<file path="src/rtl/muxn_pkg.sv">
// Shared definitions for the N-channel output multiplexer: mode encodings,
// counter width and a saturating increment helper.
package muxn_pkg;

   typedef enum logic {
      MODE_DIRECT = 1'b0,
      MODE_RR     = 1'b1
   } mode_e;

   localparam int CNT_W = 16;

   // Increment that sticks at all-ones instead of wrapping back to zero.
   function automatic logic [CNT_W-1:0] satInc(input logic [CNT_W-1:0] value);
      return (&value) ? value : value + 1'b1;
   endfunction

endpackage

</file>
<file path="src/rtl/rr_arbiter.sv">
// Grant selection for mux_rr_nch: direct channel select or round-robin search
// from a rotating pointer that advances past each accepted channel.
module rr_arbiter
   import muxn_pkg::*;
#(
   parameter  int NCH   = 2,
   localparam int IDX_W = $clog2(NCH)
) (
   input  logic             clk,
   input  logic             reset,
   input  logic [NCH-1:0]   i_valid,
   input  logic             i_mode,
   input  logic [2:0]       i_sel,
   input  logic             i_accept,
   output logic             o_grantVld,
   output logic [IDX_W-1:0] o_grantIdx
);

   logic [IDX_W-1:0] r_rrPtr;
   logic             w_rrVld;
   logic [IDX_W-1:0] w_rrIdx;
   logic             w_dirVld;
   logic [IDX_W-1:0] w_dirIdx;
   logic             w_isRr;

   assign w_isRr = (mode_e'(i_mode) == MODE_RR);

   // First valid channel at or above the pointer, wrapping past the top channel.
   always_comb begin : rrSearch
      int j;
      w_rrVld = 1'b0;
      w_rrIdx = '0;
      j       = 0;
      for (int k = 0; k < NCH; k++) begin
         j = int'(r_rrPtr) + k;
         if (j >= NCH) j = j - NCH;
         if (!w_rrVld && i_valid[j]) begin
            w_rrVld = 1'b1;
            w_rrIdx = IDX_W'(j);
         end
      end
   end

   always_comb begin : directSelect
      w_dirVld = 1'b0;
      w_dirIdx = '0;
      for (int k = 0; k < NCH; k++) begin
         if (int'(i_sel) == k) begin
            w_dirVld = i_valid[k];
            w_dirIdx = IDX_W'(k);
         end
      end
   end

   assign o_grantVld = w_isRr ? w_rrVld : w_dirVld;
   assign o_grantIdx = w_isRr ? w_rrIdx : w_dirIdx;

   always_ff @(posedge clk or posedge reset) begin
      if (reset) begin
         r_rrPtr <= '0;
      end else if (w_isRr && i_accept) begin
         r_rrPtr <= (int'(o_grantIdx) == NCH - 1) ? '0 : o_grantIdx + 1'b1;
      end
   end

endmodule

</file>
<file path="src/rtl/mux_rr_nch.sv">
// N-channel valid/ready multiplexer with a one-word registered output stage.
// Define MUX_RR_NCH_CNT_EN to add the saturating output transfer counter xfer_cnt.
module mux_rr_nch
   import muxn_pkg::*;
#(
   parameter  int WIDTH = 4,
   parameter  int NCH   = 2,
   localparam int IDX_W = $clog2(NCH)
) (
   input  logic                 clk,
   input  logic                 reset,
   input  logic [NCH*WIDTH-1:0] in_data,
   input  logic [NCH-1:0]       in_valid,
   output logic [NCH-1:0]       in_ready,
   input  logic                 mode,
   input  logic [2:0]           sel,
   output logic [WIDTH-1:0]     data_out,
   output logic                 valid_out,
   input  logic                 out_ready
`ifdef MUX_RR_NCH_CNT_EN
   ,
   output logic [CNT_W-1:0]     xfer_cnt
`endif
);

   logic             r_validOut;
   logic [WIDTH-1:0] r_dataOut;
   logic             w_space;
   logic             w_xfer;
   logic             w_grantVld;
   logic [IDX_W-1:0] w_grantIdx;
   logic [WIDTH-1:0] w_selData;

   rr_arbiter #(
      .NCH (NCH)
   ) u_arb (
      .clk        (clk),
      .reset      (reset),
      .i_valid    (in_valid),
      .i_mode     (mode),
      .i_sel      (sel),
      .i_accept   (w_xfer),
      .o_grantVld (w_grantVld),
      .o_grantIdx (w_grantIdx)
   );

   // The output register can take a word when empty or draining this cycle.
   assign w_space = !r_validOut || out_ready;
   assign w_xfer  = w_grantVld && w_space;

   always_comb begin
      in_ready  = '0;
      w_selData = '0;
      for (int k = 0; k < NCH; k++) begin
         if (int'(w_grantIdx) == k) begin
            w_selData   = in_data[k*WIDTH +: WIDTH];
            in_ready[k] = w_xfer && !reset;
         end
      end
   end

   // Data is zeroed whenever the stage empties so data_out reads 0 while invalid.
   always_ff @(posedge clk or posedge reset) begin
      if (reset) begin
         r_validOut <= 1'b0;
         r_dataOut  <= '0;
      end else if (w_space) begin
         if (w_xfer) begin
            r_validOut <= 1'b1;
            r_dataOut  <= w_selData;
         end else begin
            r_validOut <= 1'b0;
            r_dataOut  <= '0;
         end
      end
   end

   assign valid_out = r_validOut;
   assign data_out  = r_dataOut;

`ifdef MUX_RR_NCH_CNT_EN
   logic [CNT_W-1:0] r_xferCnt;

   always_ff @(posedge clk or posedge reset) begin
      if (reset) begin
         r_xferCnt <= '0;
      end else if (r_validOut && out_ready) begin
         r_xferCnt <= satInc(r_xferCnt);
      end
   end

   assign xfer_cnt = r_xferCnt;
`endif

endmodule

</file>
<file path="config.mk">
export PLATFORM = sky130hd
export DESIGN_NAME = mux_rr_nch
export DESIGN_NICKNAME = d
export VERILOG_FILES = /design/src/rtl/muxn_pkg.sv /design/src/rtl/rr_arbiter.sv /design/src/rtl/mux_rr_nch.sv
export SDC_FILE = /design/constraint.sdc
export NUM_CORES = 1
export LEC_CHECK = 0
export BUFFER_PORTS_ARGS = -buffer_cell sky130_fd_sc_hd__buf_2
export CAP_MARGIN = 5
export CORE_AREA = 2 2 39 41
export DETAILED_ROUTE_END_ITERATION = 10
export DIE_AREA = 0 0 41 43
export HOLD_SLACK_MARGIN = 0.03
export PLACE_DENSITY = 0.52
export REMOVE_ABC_BUFFERS = 1
export SLEW_MARGIN = 30
export SYNTH_ARGS = -nofsm -noshare
export SYNTH_HDL_FRONTEND = slang
export SYNTH_SLANG_ARGS = --single-unit
</file>
<file path="constraint.sdc">
create_clock -name clk -period 1.5 [get_ports clk]
set_input_delay 0.15 -clock clk [delete_from_list [all_inputs] [get_ports clk]]
set_output_delay 0.15 -clock clk [all_outputs]
set_load 0.01 [all_outputs]
</file>
==> impl_metrics.py, run 1 <==
metrics = {
    "status": {
        "status": "finished, final reports clean",
    },
    "sta": {
        "relSlewSlack_pct": 77.3,
        "setup_violations": 0,
        "post-route-min-period_ns": 1.49,
        "skew_ns": 0.00307,
        "min_period_over_period_pct": 99.5,
        "max_clock_freq_mhz": 670,
        "worstMarginPinSlew_ns": 0.336,
        "final.setup.worst_slack_ns": 0.00697,
        "hold_viol": 0,
        "setup_tns_ns": 0,
        "hold_ws_ns": 0.182,
        "slew_viol_final": 0,
        "rsz0062_at_grt": "true",
    },
    "global_routing": {
        "grt_pass1_wl_um": 1190,
        "track_usage_pct": 11.0,
        "gr-total-overflow": 0,
        "antenna_found_initial": 0,
        "grt_start_max_net_pins": 7,
        "grt_pass1_vias": 315,
    },
    "pwr": {
        "leakagePower_nw": 0.275,
        "clock_power_share_pct": 29.7,
        "p_per_area_mw_per_mm2": 889,
        "switching_share_pct": 27.3,
        "p_int_mw": 0.349,
        "combPwrFrac_pct": 28.9,
        "p_seq_share_pct": 41.4,
        "irDropWorstVdd_uv": 420,
        "p_sw_mw": 0.131,
    },
    "setup_path": {
        "critical_path_buf_inv_count": 1,
        "max_stage_delay_ns": 0.38,
        "cp-end-kind": "primary output",
        "r2r_end": "data_out[0]",
        "worst-endpoint-required_ns": 1.35,
        "rrSetupSlack_ns": 0.33,
        "crit_chain": "nor2b_4, or3_4, nor2b_2, buf_2",
        "cp_max_fo": 2,
        "crit_family": "simple AND/OR/NAND/NOR gates",
        "slowest_stage": "dfrtp_1",
        "crit_type": "reg2out",
        "startpoint_type": "flip-flop",
        "r2r_cells": 4,
        "arrival_ns": 1.34,
        "r2r-start": "u_arb.r_rrPtr",
    },
    "floorplan": {
        "start_util_pct": 25.4,
        "io_pins": 24,
        "die_w_um": 41,
        "dieArea_mm2": 0.00176,
        "row_count": 14,
        "coreArea_mm2": 0.00138,
        "dieHeight_um": 43,
    },
    "layout": {
        "antenna_cells": 0,
        "syn2layout_area_growth_pct": 53.4,
        "design_area_um2": 539,
        "final_cell_mix": "buf_2 (23), dfrtp_1 (6), mux2i_1 (5), nand2_1 (5), o21ai_0 (4)",
        "drive_above_1_share_pct": 52.4,
        "final_common_cell": "buf_2",
        "fin_nets": 82,
        "nFillCells": 136,
        "final_core_util_pct": 39.0,
    },
    "place": {
        "dpl-instance-area_um2": 475,
        "port_buffers": 23,
        "place_congestion": 0.655,
        "hpwlAfterDp_um": 660,
        "post-place-ws_ns": 0.151,
    },
    "synthesis": {
        "ys_ff_latch": 6,
        "synth_area_leaders": "dfrtp_1 (43%), mux2i_1 (14%), o21ai_0 (5.7%)",
        "synth_cell_type_count": 17,
        "syn-cell-area_um2": 352,
        "ys_warn_count": 0,
        "synth_area_leader_cell": "dfrtp_1",
        "ys_seq_area_share_pct": 42.7,
        "synth_top_area_share_pct": 42.7,
        "avgSynthCellArea_um2": 10.0,
        "synthCells": 35,
    },
    "drt": {
        "via_per_inst": 4.63,
        "drc": 0,
        "first_iter_violations": 6,
        "wl_per_cell_um": 11.3,
        "postRouteAntennaNets": 0,
        "postRouteWirelength_um": 892,
        "drt-pass1-iter-count": 3,
        "vias": 366,
    },
    "hold_path": {
        "holdPathStages": 2,
        "hp-start": "in_valid[1]",
        "min_to": "u_arb.r_rrPtr",
        "hold_class": "in2reg",
    },
    "job": {
        "drv_cap": 0,
    },
    "cts": {
        "cts_inserted_buffers": 3,
        "h-tree-depth": 1,
        "cts_tree": "yes",
        "clkTransAtPathRegs_ns": 0.04,
        "clock-sinks": 6,
        "cts-root-buf": "clkbuf_4",
        "clk-insertion-delay-late_ns": 0.24,
        "clockBufferDepth": 2,
    },
}
cell type report:
cell class | instances | area (µm²) | share of cell area (%)
multi-input cells | 27 | 203 | 37.6
repair buffers | 26 | 140 | 26.0
flip-flops and latches | 6 | 150 | 27.8
clock buffers | 3 | 22.5 | 4.18
well taps | 16 | 20.0 | 3.71
inverters | 1 | 3.75 | 0.696
stage by stage:
stage                     cells  total power [mW]
final                        79             0.479
after global routing         79             0.515
after CTS                    79             0.491
after detailed placement     73             0.324
after global placement       73             0.321
after floorplan              34             0.268
how the worst max path moves through the flow:
| stage | slack (ns) | cells after the start | from | end |
|---|---|---|---|---|
| after floorplan | 0.24 | 3 | valid_out | in_ready[1] |
| after global placement | 0.15 | 6 | sel[0] | in_ready[1] |
| after detailed placement | 0.15 | 6 | sel[0] | in_ready[1] |
| after CTS | 0.001 | 4 | u_arb.r_rrPtr | in_ready[1] |
| after global routing | -0.05 | 4 | valid_out | in_ready[0] |
| final | 0.007 | 4 | valid_out | in_ready[1] |
cells by family (layout without fill, tap and decap cells):
kind of cell | after synthesis | after routing | synth area share (%)
and+or+nand+nor | 13 | 13 | 22.4
AOI/OAI and AO/OA | 9 | 9 | 16.4
DFF | 6 | 6 | 42.7
muxes | 5 | 5 | 14.2
buffers and inverters | 2 | 30 | 4.27
sequential cells by signal, summed over array words and instances, names as in the netlist:
| name | flops |
|---|---|
| u_arb.r_rrPtr | 1 |
| data_out | 4 |
| valid_out | 1 |
power groups by stage:
stage / combinational [mW] / sequential (mW) / clock, mW
after floorplan: 0.0610 / 0.207 / 0
after global placement: 0.122 / 0.200 / 0
after detailed placement: 0.123 / 0.201 / 0
after CTS: 0.140 / 0.198 / 0.153
after global routing: 0.154 / 0.200 / 0.161
final: 0.139 / 0.198 / 0.142
worst register-to-register path, cell delays in order (launching register included):
cell and delay, ns:
dfrtp_1 0.38, nand2b_1 0.16, a31o_4 0.26, mux2i_1 0.12, o21ai_0 0.17
what timing repair did:
action | 4_1_cts | 5_1_grt
endpoints found under the hold margin | 6 | 0
resized for setup | 3 | 0
setup buffers | 2 | 0
pin swaps | 0 | 1
endpoints found under the setup margin | 2 | 2
hold buffers | 1 | 0
cells in the mapped netlist, drive strengths merged:
library cell  n
nand2         5
mux2i         5
or3           1
buf           1
nor2b         2
a31o          1
a41oi         1
a31oi         1
o31a          1
nand2b        3
dfrtp         6
nor2          1
o21ai         5
inv           1
nor4b         1
routing by layer:
metal	track usage (%)	part of all wire, %	vias up
met1	11.0	42	167
li1	-	-	183
met4	10.0	0.78	0
met3	3.14	6.4	2
met2	16.9	50	14
met5	0	0	-
(Power assumes the default switching activity.)
==> run 2: changes to the inputs <==
RECOVER_POWER = 50   (was default)
==> run 2 against run 1 <==
Sequential power about the same; combinational power about the same; largest cell class unchanged; highest routed layer unchanged; critical endpoint unchanged; largest power group unchanged; worst hold slack unchanged; register-to-register slack about the same.
==> impl_metrics.py, run 2 (synthesis results as in run 1) <==
metrics = {
    "setup_path": {
        "cp-end-kind": "primary output",
        "worst-endpoint-required_ns": 1.35,
        "max_stage_delay_ns": 0.38,
        "critical_path_buf_inv_count": 1,
        "r2r-start": "u_arb.r_rrPtr",
        "arrival_ns": 1.34,
        "crit_family": "simple AND/OR/NAND/NOR gates",
        "slowest_stage": "dfrtp_1",
        "crit_chain": "nor2b_4, or3_4, nor2b_2, buf_2",
        "startpoint_type": "flip-flop",
        "r2r_cells": 4,
        "rrSetupSlack_ns": 0.33,
        "r2r_end": "data_out[0]",
        "cp_max_fo": 2,
        "crit_type": "reg2out",
    },
    "pwr": {
        "leakagePower_nw": 0.271,
        "p_per_area_mw_per_mm2": 890,
        "combPwrFrac_pct": 28.8,
        "switching_share_pct": 27.4,
        "total_power_mw": 0.479,
        "p_sw_mw": 0.131,
        "irDropWorstVdd_uv": 420,
        "p_int_mw": 0.348,
        "p_seq_share_pct": 41.5,
        "clock_power_share_pct": 29.7,
    },
    "global_routing": {
        "grt_start_max_net_pins": 7,
        "track_usage_pct": 11.0,
        "grt_pass1_vias": 315,
        "grt_pass1_wl_um": 1190,
        "antenna_found_initial": 0,
        "gr-total-overflow": 0,
    },
    "sta": {
        "post-route-min-period_ns": 1.49,
        "hold_ws_ns": 0.182,
        "rsz0062_at_grt": "true",
        "hold_viol": 0,
        "final.setup.worst_slack_ns": 0.00670,
        "worstMarginPinSlew_ns": 0.336,
        "min_period_over_period_pct": 99.6,
        "slew_viol_final": 0,
        "setup_violations": 0,
        "skew_ns": 0.00307,
        "max_clock_freq_mhz": 670,
        "relSlewSlack_pct": 77.3,
    },
    "hold_path": {
        "hp-start": "in_valid[1]",
        "hold_class": "in2reg",
        "min_to": "u_arb.r_rrPtr",
        "holdPathStages": 2,
    },
    "floorplan": {
        "dieArea_mm2": 0.00176,
        "io_pins": 24,
        "start_util_pct": 25.4,
        "coreArea_mm2": 0.00138,
        "dieHeight_um": 43,
        "row_count": 14,
        "die_w_um": 41,
    },
    "layout": {
        "final_cell_mix": "buf_2 (22), dfrtp_1 (6), mux2i_1 (5), nand2_1 (5), o21ai_0 (4)",
        "antenna_cells": 0,
        "syn2layout_area_growth_pct": 53.0,
        "nFillCells": 137,
        "fin_nets": 82,
        "drive_above_1_share_pct": 50.8,
        "final_common_cell": "buf_2",
        "final_core_util_pct": 38.9,
        "largest_reg_flops": 4,
    },
    "drt": {
        "postRouteAntennaNets": 0,
        "drc": 0,
        "wl_per_cell_um": 11.4,
        "first_iter_violations": 6,
        "vias": 366,
        "via_per_inst": 4.63,
        "drt-pass1-iter-count": 3,
        "postRouteWirelength_um": 897,
    },
    "cts": {
        "cts_tree": "yes",
        "cts_inserted_buffers": 3,
        "clkTransAtPathRegs_ns": 0.04,
        "clockBufferDepth": 2,
        "cts-root-buf": "clkbuf_4",
        "clk-insertion-delay-late_ns": 0.24,
        "h-tree-depth": 1,
        "clock-sinks": 6,
    },
    "place": {
        "port_buffers": 23,
        "hpwlAfterDp_um": 660,
        "post-place-ws_ns": 0.151,
        "place_congestion": 0.655,
    },
    "job": {
        "drv_cap": 0,
    },
    "status": {
        "status": "finished, final reports clean",
    },
}
-- run 2: changes by cell type in the layout (fill, tap and decap cells not counted), sizes merged --
cell / before / now
clkbuf: 3 / 4
buf: 25 / 24
-- run 2: repair_timing --
action                                  in CTS  in global routing
endpoints found under the setup margin       2                  2
hold buffers                                 1                  0
pin swaps                                    0                  1
endpoints found under the hold margin        6                  0
setup buffers                                2                  0
resized for setup                            3                  0
-- run 2: worst register-to-register path: cells and delay by family (launching register included) --
kind,cells,cell delay [ns]
compound gates,2,0.43
flops,1,0.38
mux,1,0.12
simple gates,1,0.16
-- run 2: layer usage --
layer	global-route usage, %	wire length, µm
met5	0	0
met4	10.0	7
met3	3.14	57
met2	16.9	447
met1	11.0	384
-- run 2: layout make-up --
class | count | area [µm²] | share of cell area, %
multi-input combinational | 27 | 203 | 37.7
timing repair buffer | 26 | 139 | 25.8
inverter | 1 | 3.75 | 0.698
clock buffer | 3 | 22.5 | 4.19
sequential | 6 | 150 | 27.9
tap | 16 | 20.0 | 3.72
-- run 2: worst max path at each step --
stage | start | end | slack (ns) | depth (start not counted)
after CTS | u_arb.r_rrPtr | in_ready[1] | 0.001 | 4
after detailed placement | sel[0] | in_ready[1] | 0.15 | 6
after global placement | sel[0] | in_ready[1] | 0.15 | 6
after global routing | valid_out | in_ready[0] | -0.05 | 4
final | valid_out | in_ready[1] | 0.007 | 4
after floorplan | valid_out | in_ready[1] | 0.24 | 3
-- run 2: power by group through the flow --
stage | clock network [mW] | registers [mW] | logic, mW
5_1_grt | 0.161 | 0.200 | 0.154
4_1_cts | 0.153 | 0.198 | 0.140
3_5_place_dp | 0 | 0.201 | 0.123
3_3_place_gp | 0 | 0.200 | 0.122
2_1_floorplan | 0 | 0.207 | 0.0610
6_report | 0.142 | 0.199 | 0.138
-- run 2: metrics by stage --
| stage | std cells | instance area, µm² | TNS [ns] |
|---|---|---|---|
| 6_report | 79 | 538 | 0 |
| 5_1_grt | 79 | 538 | -0.0942 |
| 4_1_cts | 79 | 539 | 0 |
| 3_5_place_dp | 73 | 475 | 0 |
| 3_3_place_gp | 73 | 475 | 0 |
| 2_1_floorplan | 34 | 340 | 0 |
==> run 3: changes to the inputs <==
CAP_MARGIN = default   (was 5)
PLACE_DENSITY = 0.58   (was 0.52)
SYNTH_HIERARCHICAL = 1   (was default)
TNS_END_PERCENT = 1   (was default)
==> run 3 against run 2 <==
The flow now finishes with violations (negative setup slack); non-clock buffer count grew 2; wire length shrank 5.8%; register-to-register slack lost 0.29 ns; count of clock-buffer cells in the layout is the same; clock skew shrank 0.0016 ns; worst hold slack lost 0.013 ns; critical path depth is the same; first-iteration DRC count shrank 83%; sequential share of layout area shrank 3.6 points; synthesized area grew 20%; largest power group unchanged; highest routed layer is now met3.
==> impl_metrics.py, run 3 <==
metrics = {
    "place": {
        "place_congestion": 0.690,
        "hpwlAfterDp_um": 691,
        "dp_cells": 75,
        "port_buffers": 23,
        "dpl-instance-area_um2": 552,
    },
    "setup_path": {
        "r2r_end": "data_out[2]",
        "arrival_ns": 1.39,
        "r2r_cells": 6,
        "r2r-start": "u_arb/r_rrPtr",
        "worst-endpoint-required_ns": 1.35,
        "max_stage_delay_ns": 0.37,
        "slowest_stage": "dfrtp_1",
        "crit_type": "reg2out",
        "crit_chain": "nand2b_4, a31o_1, nor4_2, buf_2",
        "startpoint_type": "flip-flop",
        "cp_max_fo": 2,
        "startpoint": "u_arb/r_rrPtr",
        "cp-end-kind": "primary output",
        "rrSetupSlack_ns": 0.04,
    },
    "synthesis": {
        "synthFlopType": "dfrtp_1",
        "synthTopCellsByCount": "dfrtp_1 (6), mux2i_1 (5), nand3b_1 (4), o31ai_2 (4), inv_1 (3)",
        "synth_top_area_share_pct": 35.7,
        "synth_area_leader_cell": "dfrtp_1",
        "ys_ff_latch": 6,
        "synth.most_common_cell": "dfrtp_1",
        "synth_area_leaders": "dfrtp_1 (36%), mux2i_1 (12%), o31ai_2 (12%)",
        "synthCells": 36,
        "ys_warn_count": 6,
        "synth_edf_count": 0,
        "avgSynthCellArea_um2": 11.7,
        "async_flop_share_pct": 100,
        "syn-cell-area_um2": 420,
        "synth_cell_type_count": 19,
        "ys_seq_area_share_pct": 35.7,
    },
    "drt": {
        "wl_per_cell_um": 10.4,
        "postRouteWirelength_um": 845,
        "postRouteAntennaNets": 0,
        "drc": 0,
        "via_per_inst": 4.60,
        "first_iter_violations": 1,
        "drt-pass1-iter-count": 2,
        "vias": 373,
    },
    "floorplan": {
        "coreArea_mm2": 0.00138,
        "start_util_pct": 30.4,
        "die_w_um": 41,
        "io_pins": 24,
        "dieHeight_um": 43,
        "row_count": 14,
        "dieArea_mm2": 0.00176,
    },
    "global_routing": {
        "grt_pass1_vias": 334,
        "antenna_found_initial": 0,
        "grt_pass1_wl_um": 1370,
        "track_usage_pct": 11.9,
        "grt_start_max_net_pins": 9,
        "gr-total-overflow": 0,
    },
    "layout": {
        "instances_no_fill": 81,
        "fin_nets": 84,
        "antenna_cells": 0,
        "design_area_um2": 617,
        "drive_above_1_share_pct": 56.9,
        "syn2layout_area_growth_pct": 46.7,
        "final_common_cell": "buf_2",
        "largest_reg_flops": 4,
        "final_cell_mix": "buf_2 (20), dfrtp_1 (6), nand3b_1 (4), o31ai_2 (4), mux2i_1 (4)",
    },
    "hold_path": {
        "hold_class": "in2reg",
        "hp-start": "in_valid[1]",
        "holdPathStages": 2,
        "min_to": "u_arb/r_rrPtr",
    },
    "job": {
        "drv_cap": 0,
    },
    "pwr": {
        "clock_power_share_pct": 28.7,
        "p_per_area_mw_per_mm2": 829,
        "leakagePower_nw": 0.296,
        "total_power_mw": 0.512,
        "irDropWorstVdd_uv": 423,
        "combPwrFrac_pct": 32.7,
        "p_sw_mw": 0.148,
        "p_seq_share_pct": 38.6,
        "switching_share_pct": 28.9,
        "p_int_mw": 0.364,
    },
    "cts": {
        "cts_tree": "yes",
        "cts-root-buf": "clkbuf_4",
        "cts_inserted_buffers": 3,
        "h-tree-depth": 1,
        "clkTransAtPathRegs_ns": 0.04,
        "clk-insertion-delay-late_ns": 0.24,
        "clock-sinks": 6,
        "clockBufferDepth": 2,
    },
    "sta": {
        "min_period_over_period_pct": 103,
        "setup_tns_ns": -0.0645,
        "relSlewSlack_pct": 81.3,
        "final.setup.worst_slack_ns": -0.0379,
        "slew_viol_final": 0,
        "skew_ns": 0.00147,
        "hold_viol": 0,
        "hold_ws_ns": 0.170,
        "setup_violations": 2,
        "post-route-min-period_ns": 1.54,
        "rsz0062_at_grt": "true",
        "max_clock_freq_mhz": 650,
        "worstMarginPinSlew_ns": 0.280,
    },
    "status": {
        "failed_checks": "negative setup slack",
        "status": "complete, but fails checks",
    },
}
==> run 3: cell types whose count changed after synthesis, sizes merged, moves of 2 or more <==
cell	delta
inv	+2
nand3b	+4
o31ai	+5
nand2	-5
o21ai	-4
nand2b	-2
==> run 3: metrics by stage <==
step	util (%)	worst slack, ns
final	44.6	-0.0379
after global placement	39.9	0.132
after floorplan	-	0.0779
after detailed placement	39.9	0.140
after CTS	43.6	-0.0279
after global routing	44.6	-0.103
==> run 3: repair_timing <==
action                     in CTS  in global routing
pin swaps                       2                  1
hold endpoints to repair        6                  0
setup buffers                   1                  1
gates cloned                    0                  0
hold buffers                    1                  0
setup endpoints to repair       2                  2
resized for setup               2                  2
==> run 3: cells by family after synthesis <==
| group | synth area share (%) |
|---|---|
| compound gates | 20.2 |
| buf+inv | 7.14 |
| simple gates | 25.0 |
| mux | 11.9 |
| flops | 35.7 |
==> run 3: worst max path at each step <==
stage	endpoint	slack (ns)	cells after the start
finish	in_ready[0]	-0.04	4
global route	in_ready[0]	-0.10	4
CTS	in_ready[0]	-0.03	4
detailed placement	data_out[2]	0.14	5
global placement	data_out[2]	0.13	5
floorplan	in_ready[0]	0.08	3
==> run 3: critical path, delay by kind of cell, from the launching register on <==
kind                   cells  cell delay, ns
AOI/OAI and AO/OA          1            0.24
DFF                        1            0.37
and+or+nand+nor            2            0.37
buffers and inverters      1            0.16
==> run 3: layer usage <==
metal | share of wire [%] | GRT usage, %
met5 | 0 | 0
met2 | 46 | 16.3
met1 | 47 | 14.8
met3 | 6.7 | 6.28
met4 | 0 | 6.00
==> run 3: area by class of cell <==
cell class,instances,area [µm²]
fillers,137,767
multi-input cells,25,258
repair buffers,28,155
flip-flops and latches,6,150
clock buffers,3,22.5
well taps,16,20.0
inverters,3,11.3
==> run 3: power by group through the flow <==
stage               clock network, mW  registers, mW  logic (mW)
floorplan                           0          0.206      0.0775
global placement                    0          0.199       0.147
detailed placement                  0          0.199       0.148
CTS                             0.156          0.198       0.163
global route                    0.164          0.200       0.184
finish                          0.147          0.198       0.167
